File: src/rtl/fsm_pkg.sv
// Shared types and constants for the serial stimulus transmitter and the
// sequence-detector benches that reuse its canonical frames.
package fsm_pkg;

  typedef enum logic [1:0] {
    IDLE,
    SHIFT,
    DRAIN,
    DONE
  } tx_state_t;

  localparam int unsigned DEFAULT_WIDTH   = 16;
  localparam int unsigned CAPTURE_LAT_MAX = 3;

  localparam logic [15:0] FRAME_X = 16'h3BC7;
  localparam logic [15:0] FRAME_Y = 16'h3BF8;

endpackage

File: src/rtl/sipo_capture.sv
// Serial-in/parallel-out register, MSB-first. The parallel view includes the
// live serial bit so the final sample is usable on the same edge it arrives.
module sipo_capture
  import fsm_pkg::*;
#(
  parameter int unsigned WIDTH = DEFAULT_WIDTH
) (
  input  logic             clk,
  input  logic             rst,
  input  logic             clr,
  input  logic             shift_en,
  input  logic             din,
  output logic [WIDTH-1:0] q
);

  logic [WIDTH-2:0] sr;

  assign q = {sr, din};

  always_ff @(posedge clk) begin
    if (rst || clr) begin
      sr <= '0;
    end else if (shift_en) begin
      sr <= q[WIDTH-2:0];
    end
  end

endmodule

File: src/rtl/dual_serial_tx.sv
// Two-wire (x, y) serial frame transmitter with z response capture.
// Shifts word_x/word_y out MSB-first and returns the captured z frame on done.
module dual_serial_tx
  import fsm_pkg::*;
#(
  parameter int unsigned WIDTH       = DEFAULT_WIDTH,
  parameter int unsigned CAPTURE_LAT = 0
) (
  input  logic             clk,
  input  logic             rst,
  input  logic             start,
  input  logic [WIDTH-1:0] word_x,
  input  logic [WIDTH-1:0] word_y,
  output logic             ready,
  output logic             x,
  output logic             y,
  output logic             bit_valid,
  input  logic             z_in,
  output logic [WIDTH-1:0] z_word,
  output logic             done
);

  localparam int unsigned CW = $clog2(WIDTH);

  tx_state_t        state, state_nxt;
  logic [WIDTH-2:0] sh_x, sh_y;
  logic             x_q, y_q;
  logic [CW-1:0]    bit_cnt;
  logic [1:0]       drain_cnt;
  logic             accept, last_bit, drain_end, cap_en;
  logic [WIDTH-1:0] cap_word;

  assign ready     = (state == IDLE) || (state == DONE);
  assign done      = (state == DONE);
  assign bit_valid = (state == SHIFT);
  assign x         = x_q;
  assign y         = y_q;

  assign accept    = ready && start;
  assign last_bit  = (bit_cnt == CW'(WIDTH - 1));
  assign drain_end = (drain_cnt == 2'(CAPTURE_LAT - 1));

  always_comb begin
    state_nxt = state;
    unique case (state)
      IDLE:  if (start) state_nxt = SHIFT;
      SHIFT: if (last_bit) state_nxt = (CAPTURE_LAT == 0) ? DONE : DRAIN;
      DRAIN: if (drain_end) state_nxt = DONE;
      DONE:  state_nxt = start ? SHIFT : IDLE;
      default: state_nxt = IDLE;
    endcase
  end

  // The first bit is loaded straight into the output flop on acceptance, so
  // the shifters only hold the remaining WIDTH-1 bits.
  always_ff @(posedge clk) begin
    if (rst) begin
      state     <= IDLE;
      sh_x      <= '0;
      sh_y      <= '0;
      x_q       <= 1'b0;
      y_q       <= 1'b0;
      bit_cnt   <= '0;
      drain_cnt <= '0;
      z_word    <= '0;
    end else begin
      state <= state_nxt;
      if (accept) begin
        sh_x    <= word_x[WIDTH-2:0];
        sh_y    <= word_y[WIDTH-2:0];
        x_q     <= word_x[WIDTH-1];
        y_q     <= word_y[WIDTH-1];
        bit_cnt <= '0;
      end else if (state == SHIFT) begin
        bit_cnt <= bit_cnt + 1'b1;
        if (last_bit) begin
          x_q <= 1'b0;
          y_q <= 1'b0;
        end else begin
          x_q  <= sh_x[WIDTH-2];
          y_q  <= sh_y[WIDTH-2];
          sh_x <= sh_x << 1;
          sh_y <= sh_y << 1;
        end
      end
      drain_cnt <= (state == DRAIN) ? drain_cnt + 1'b1 : '0;
      if (state_nxt == DONE) begin
        z_word <= cap_word;
      end
    end
  end

  generate
    if (CAPTURE_LAT == 0) begin : g_no_lat
      assign cap_en = bit_valid;
    end else begin : g_lat
      logic [CAPTURE_LAT-1:0] vpipe;
      always_ff @(posedge clk) begin
        if (rst) begin
          vpipe <= '0;
        end else begin
          vpipe <= CAPTURE_LAT'({vpipe, bit_valid});
        end
      end
      assign cap_en = vpipe[CAPTURE_LAT-1];
    end
  endgenerate

  sipo_capture #(
    .WIDTH(WIDTH)
  ) u_z_capture (
    .clk     (clk),
    .rst     (rst),
    .clr     (accept),
    .shift_en(cap_en),
    .din     (z_in),
    .q       (cap_word)
  );

endmodule

File: config.mk
export PLATFORM = sky130hd
export DESIGN_NAME = dual_serial_tx
export DESIGN_NICKNAME = d
export VERILOG_FILES = /design/src/rtl/fsm_pkg.sv /design/src/rtl/sipo_capture.sv /design/src/rtl/dual_serial_tx.sv
export SDC_FILE = /design/constraint.sdc
export NUM_CORES = 1
export LEC_CHECK = 0
export BUFFER_PORTS_ARGS = -buffer_cell sky130_fd_sc_hd__buf_2
export CAP_MARGIN = 0
export CORE_ASPECT_RATIO = 1.25
export CORE_MARGIN = 8
export CORE_UTILIZATION = 59
export DETAILED_ROUTE_END_ITERATION = 6
export PLACE_DENSITY_LB_ADDON = 0.05
export SETUP_SLACK_MARGIN = 0.05
export SLEW_MARGIN = 30
export SYNTH_ARGS = -nofsm -noshare
export SYNTH_HDL_FRONTEND = slang
export SYNTH_SLANG_ARGS = --single-unit
File: constraint.sdc
create_clock -name clk -period 2.64 [get_ports clk]
set_input_delay 0.792 -clock clk [delete_from_list [all_inputs] [get_ports clk]]
set_output_delay 0.792 -clock clk [all_outputs]
set_load 0.01 [all_outputs]
== Word-level counts from Yosys, hierarchy flattened ==
Cells that the tools add are included.

* Register bits: 71
* Input port bits: 36
* Output and inout bits: 21

* Add/sub/neg operators: 2
* Equality and inequality tests: 7
* Mux-type cells: 17
* Bitwise operators: 1
* Reduce and logical (&&, ||, !) cells: 8

{| class="wikitable"
|+ Operator list
! kind !! count
|-
| two-way mux 15 bit || 6
|-
| == test 2 bit (second input constant) || 4
|-
| one-hot mux 2 bit (4 select lines) || 1
|-
| two-way mux 1 bit || 7
|-
| two-way mux 2 bit || 3
|-
| adder 4 x 1 -> 4 bit (second input constant) || 1
|-
| == test 4 bit (second input constant) || 1
|-
| OR reduction 2 bit || 2
|-
| adder 2 x 1 -> 2 bit (second input constant) || 1
|-
| == test 2 x 1 -> 1 bit (second input constant) || 1
|-
| logical NOT 2 bit || 1
|-
| logical OR 1 bit || 2
|-
| inequality test 2 x 1 -> 1 bit (second input constant) || 1
|-
| AND reduction 2 bit || 1
|-
| nonzero test 2 bit || 1
|-
| logical AND 1 bit || 1
|-
| inverter 1 bit || 1
|}

== Logic depth before layout (Yosys ltp) ==
* Word-level depth: 5
* Mapped depth: 8
* Gate-level depth less buffers: 6

== Cells and area by module ==
From an unflattened synthesis, not the netlist that was laid out.

* Cell total of the unflattened synthesis: 340
* Area total of the unflattened synthesis: 3086.7 um2

{| class="wikitable"
|+ Modules (own cells, without submodules)
! module !! instances !! cells each !! area an instance (um2) !! sequential area each (um2)
|-
| dual_serial_tx || 1 || 289 || 2521.2 || 1121.1
|-
| sipo_capture || 1 || 51 || 565.5 || 300.3
|}

== Worst setup path before layout ==
OpenSTA, ideal clock, no wires.

* Kind: register to register
* Start: register state[1]
* End: register z_word[10]
* Library setup time: 72 ps
* Arrival: 1744 ps
* Slack: 825 ps
* Stages on the path, launching flop included: 9
* Period minus slack after synthesis: 1815 ps
* Cells stage by stage: dfxtp_1 > inv_1 > ha_1 > clkbuf_1 > nor3_1 > a221oi_4 > nand2_4 > buf_6 > mux2i_1

* Cells in the longest elaborated chain, start to end: 3
* Elaborated cells between the ends (all ways): 9
* Classes of those cells: eq/ne: 4; mux: 4; reduce/logical: 1

{| class="wikitable"
|+ Ends and longest elaborated chain
! what !! line !! text
|-
| start: declaration || dual_serial_tx.sv:25 || <nowiki>tx_state_t state, state_nxt;</nowiki>
|-
| start signal: assignment || dual_serial_tx.sv:67 || <nowiki>state <= state_nxt;</nowiki>
|-
| == test 2 x 1 -> 1 bit || -- ||
|-
| net bit_valid || dual_serial_tx.sv:17 || <nowiki>output logic bit_valid,</nowiki>
|-
| one-hot mux 2 bit (4 select lines) || dual_serial_tx.sv:45 || <nowiki>unique case (state)</nowiki>
|-
| == test 2 bit || dual_serial_tx.sv:87 || <nowiki>if (state_nxt == DONE) begin</nowiki>
|-
| end signal: assignment || dual_serial_tx.sv:88 || <nowiki>z_word <= cap_word;</nowiki>
|-
| end: declaration || dual_serial_tx.sv:19 || <nowiki>output logic [WIDTH-1:0] z_word,</nowiki>
|}

The timed path passes the listed nets, and every way through them passes these cells.
A chain may end at the register's enable or synchronous reset.

== Worst setup path after layout ==
* Start: register state[1]
* End: output bit_valid

* Cells in the longest elaborated chain, start to end: 1

{| class="wikitable"
|+ Ends and longest elaborated chain
! what !! line !! text
|-
| == test 2 x 1 -> 1 bit || dual_serial_tx.sv:35 || <nowiki>assign bit_valid = (state == SHIFT);</nowiki>
|-
| end: declaration || dual_serial_tx.sv:17 ||
|}

Every way passes these cells.

==> run metrics <==
Slowest-stage cell, CP=dfxtp_1; Rel. slew slack=72.3%; critical path type=flop to primary output; worst min-delay path class=flop to flop; Tmin final=2.27 ns; Clock Latency Late Sink=0.33 ns; top post-synthesis cells by count=dfxtp_1 (71), nand2_1 (61), nor2_1 (50); vias per cell=5.32; DRT antenna net count=0; largest net degree at the start of global routing=31; max-cap violation count=0; Least-Margin Pin Slew=0.416 ns; Clock Sinks=71; synth warn=0; Total GRT Usage=16.4%; Ant. Diodes=0; Layout area overhead=15.8%; unrepaired setup endpoints after global routing=no; Fin Setup TNS=0 ns; pwr/cell area=608 mW/mm2; port buffer count=56; total CTS buffers=9; dpl ws=0.656 ns; initial antenna violation count=0; fin nets=431; Final Max Tran Viols=0; HPWL after DPL=4220 um; Crit path largest cell delay=0.49 ns; die area=0.00772 mm2; asr flop ratio synth=0%; Mean Syn Cell Area=9.00 um2; TritonRoute pass-1 iters=4; Leakage Power=1.55 nW; post-synth cell types=30; core area=0.00501 mm2; Die Width=80.2 um; Max clock buf depth=2; DRC=0; crit-path max FO=10; cts repair resizes=0; gr ovfl total=0; Critical Path AT=1.48 ns; worst endpoint required time=1.85 ns; CP Cell Sequence=inv_1 > ha_1 > buf_2; fraction of layout cells with a size suffix above 1=21.6%; DR vias=2,419; status=finished, final reports clean; CTS tree=done; Root Buffer=clkbuf_8; sum of buffers and inverters on the critical path=2; vias in the first global route=2,297; Area contributors post-synth=dfxtp_1 (47%), mux2i_1 (11%), a311oi_1 (8.1%); ys flop type=dfxtp_1; Synth Register Bits=71; number of synthesized flops with an enable pin=0; most frequent cell after synthesis=dfxtp_1; Max VDD drop=355 uV; worst clock skew=0.00441 ns; Cell Area, Synth=0.00304 mm2; depth of the CTS H-tree=3; fin worst setup slack=0.367 ns; Worst Setup Start Kind=flop; Placer Congestion=0.827; postcts setup bufs=0; starting density of the core=60.7%; Critical Path Sink Type=primary output; most area-hungry cell type in the Yosys netlist=dfxtp_1; clock-pin slew on the worst setup and hold paths=0.07 ns; CTS Hold Buffers Added=0; IO Pins=57; first-pass GRT wire length=10,100 um; # setup viols final=0; Seq/Total Area, Yosys=46.7%; Rows=29; die height=96.3 um; synthesized net count=381; Top delay family on crit path=flip-flops; 1st-iter DRT viols=135; Total Wirelength=6190 um; Yosys top cell area share=46.7%; final worst path period share=86.1%; max frequency=0.440 GHz; Gate Count Post-Synth=338; routed len/inst=13.6 um; Fin. Hold Viols=0
[state kept, by name, indices dropped and copies added (netlist names)]
| signal | count |
|---|---|
| sh_x | 15 |
| drain_cnt | 2 |
| u_z_capture.sr | 15 |
| x | 1 |
| state | 2 |
| sh_y | 15 |
| bit_cnt | 4 |
| y | 1 |
| z_word | 16 |
[layout make-up]
cell class	instances	area, um2
clock inverter	4	20.0
timing repair buffer	64	340
inverter	4	15.0
tap	62	77.6
multi-input combinational	238	1490
clock buffer	12	155
fill	430	1490
sequential	71	1420
[layout by cell type (no fill, tap or decap), types with 2 or more instances in the layout]
master | netlist | routed
dfxtp_1 | 71 | 71
nand2_1 | 61 | 60
buf_2 | 10 | 56
nor2_1 | 50 | 50
nand2b_1 | 32 | 32
mux2i_1 | 32 | 32
a311oi_1 | 28 | 28
clkbuf_8 | 0 | 11
buf_4 | 0 | 8
ha_1 | 7 | 7
clkinv_2 | 0 | 4
inv_1 | 3 | 3
nor2b_1 | 3 | 3
a21oi_1 | 3 | 3
nor3_1 | 3 | 3
nand3_1 | 2 | 2
nor3b_1 | 2 | 2
xor2_1 | 2 | 2
a221oi_1 | 2 | 2
[metal layers]
metal	wire length (um)	up-vias	track usage, %
met5	0	-	0
li1	-	1237	-
met4	113	0	9.42
met1	2790	1133	18.7
met3	306	10	4.11
met2	2980	39	27.4
[worst register-to-register path, delay by kind of cell, from the launching register on]
| family | cells | cell delay (ns) |
|---|---|---|
| flip-flops | 1 | 0.49 |
| buffers and inverters | 3 | 0.48 |
| AND/OR/NAND/NOR | 2 | 0.38 |
| adder cells (fa/ha/maj) | 1 | 0.33 |
| AO/OA/AOI/OAI | 1 | 0.26 |
[power breakdown]
part | switching, mW | internal [mW]
Combinational | 0.133 | 0.0972
Sequential | 0.0273 | 1.12
Clock | 0.375 | 0.386
Total | 0.536 | 1.60
[cells by family after synthesis]
family	after synthesis	share of synthesized area, %
AND/OR/NAND/NOR	160	24.3
flip-flops	71	46.7
AO/OA/AOI/OAI	36	10.5
multiplexers	32	10.5
buffers and inverters	29	4.24
adder cells (fa/ha/maj)	7	2.88
XOR/XNOR	3	0.864
[path summary, 6_finish.rpt]
kind                           startpoint                      end  slack (ns)  depth (start not counted)
setup / recovery      state[1]$_SDFF_PP0_                bit_valid        0.37                          3
hold / removal    drain_cnt[0]$_SDFF_PP0_  drain_cnt[0]$_SDFF_PP0_        0.43                          1
hold reg to reg   drain_cnt[0]$_SDFF_PP0_  drain_cnt[0]$_SDFF_PP0_        0.43                          1
setup reg to reg      state[1]$_SDFF_PP0_    sh_y[10]$_SDFFE_PP0P_        0.62                          7
[metrics by stage]
| step | utilization, % | area (um2) | hold slack (ns) | cells | power (mW) |
|---|---|---|---|---|---|
| 2_1_floorplan | - | 3040 | 0.405 | 338 | 1.33 |
| 3_3_place_gp | 66.8 | 3350 | 0.418 | 439 | 1.40 |
| 3_5_place_dp | 66.8 | 3350 | 0.422 | 439 | 1.40 |
| 4_1_cts | 70.3 | 3520 | 0.432 | 455 | 2.16 |
| 5_1_grt | 70.3 | 3520 | 0.462 | 455 | 2.24 |
| 6_report | 70.3 | 3520 | 0.434 | 455 | 2.14 |
No activity file was read; power rests on OpenSTA's default activity.
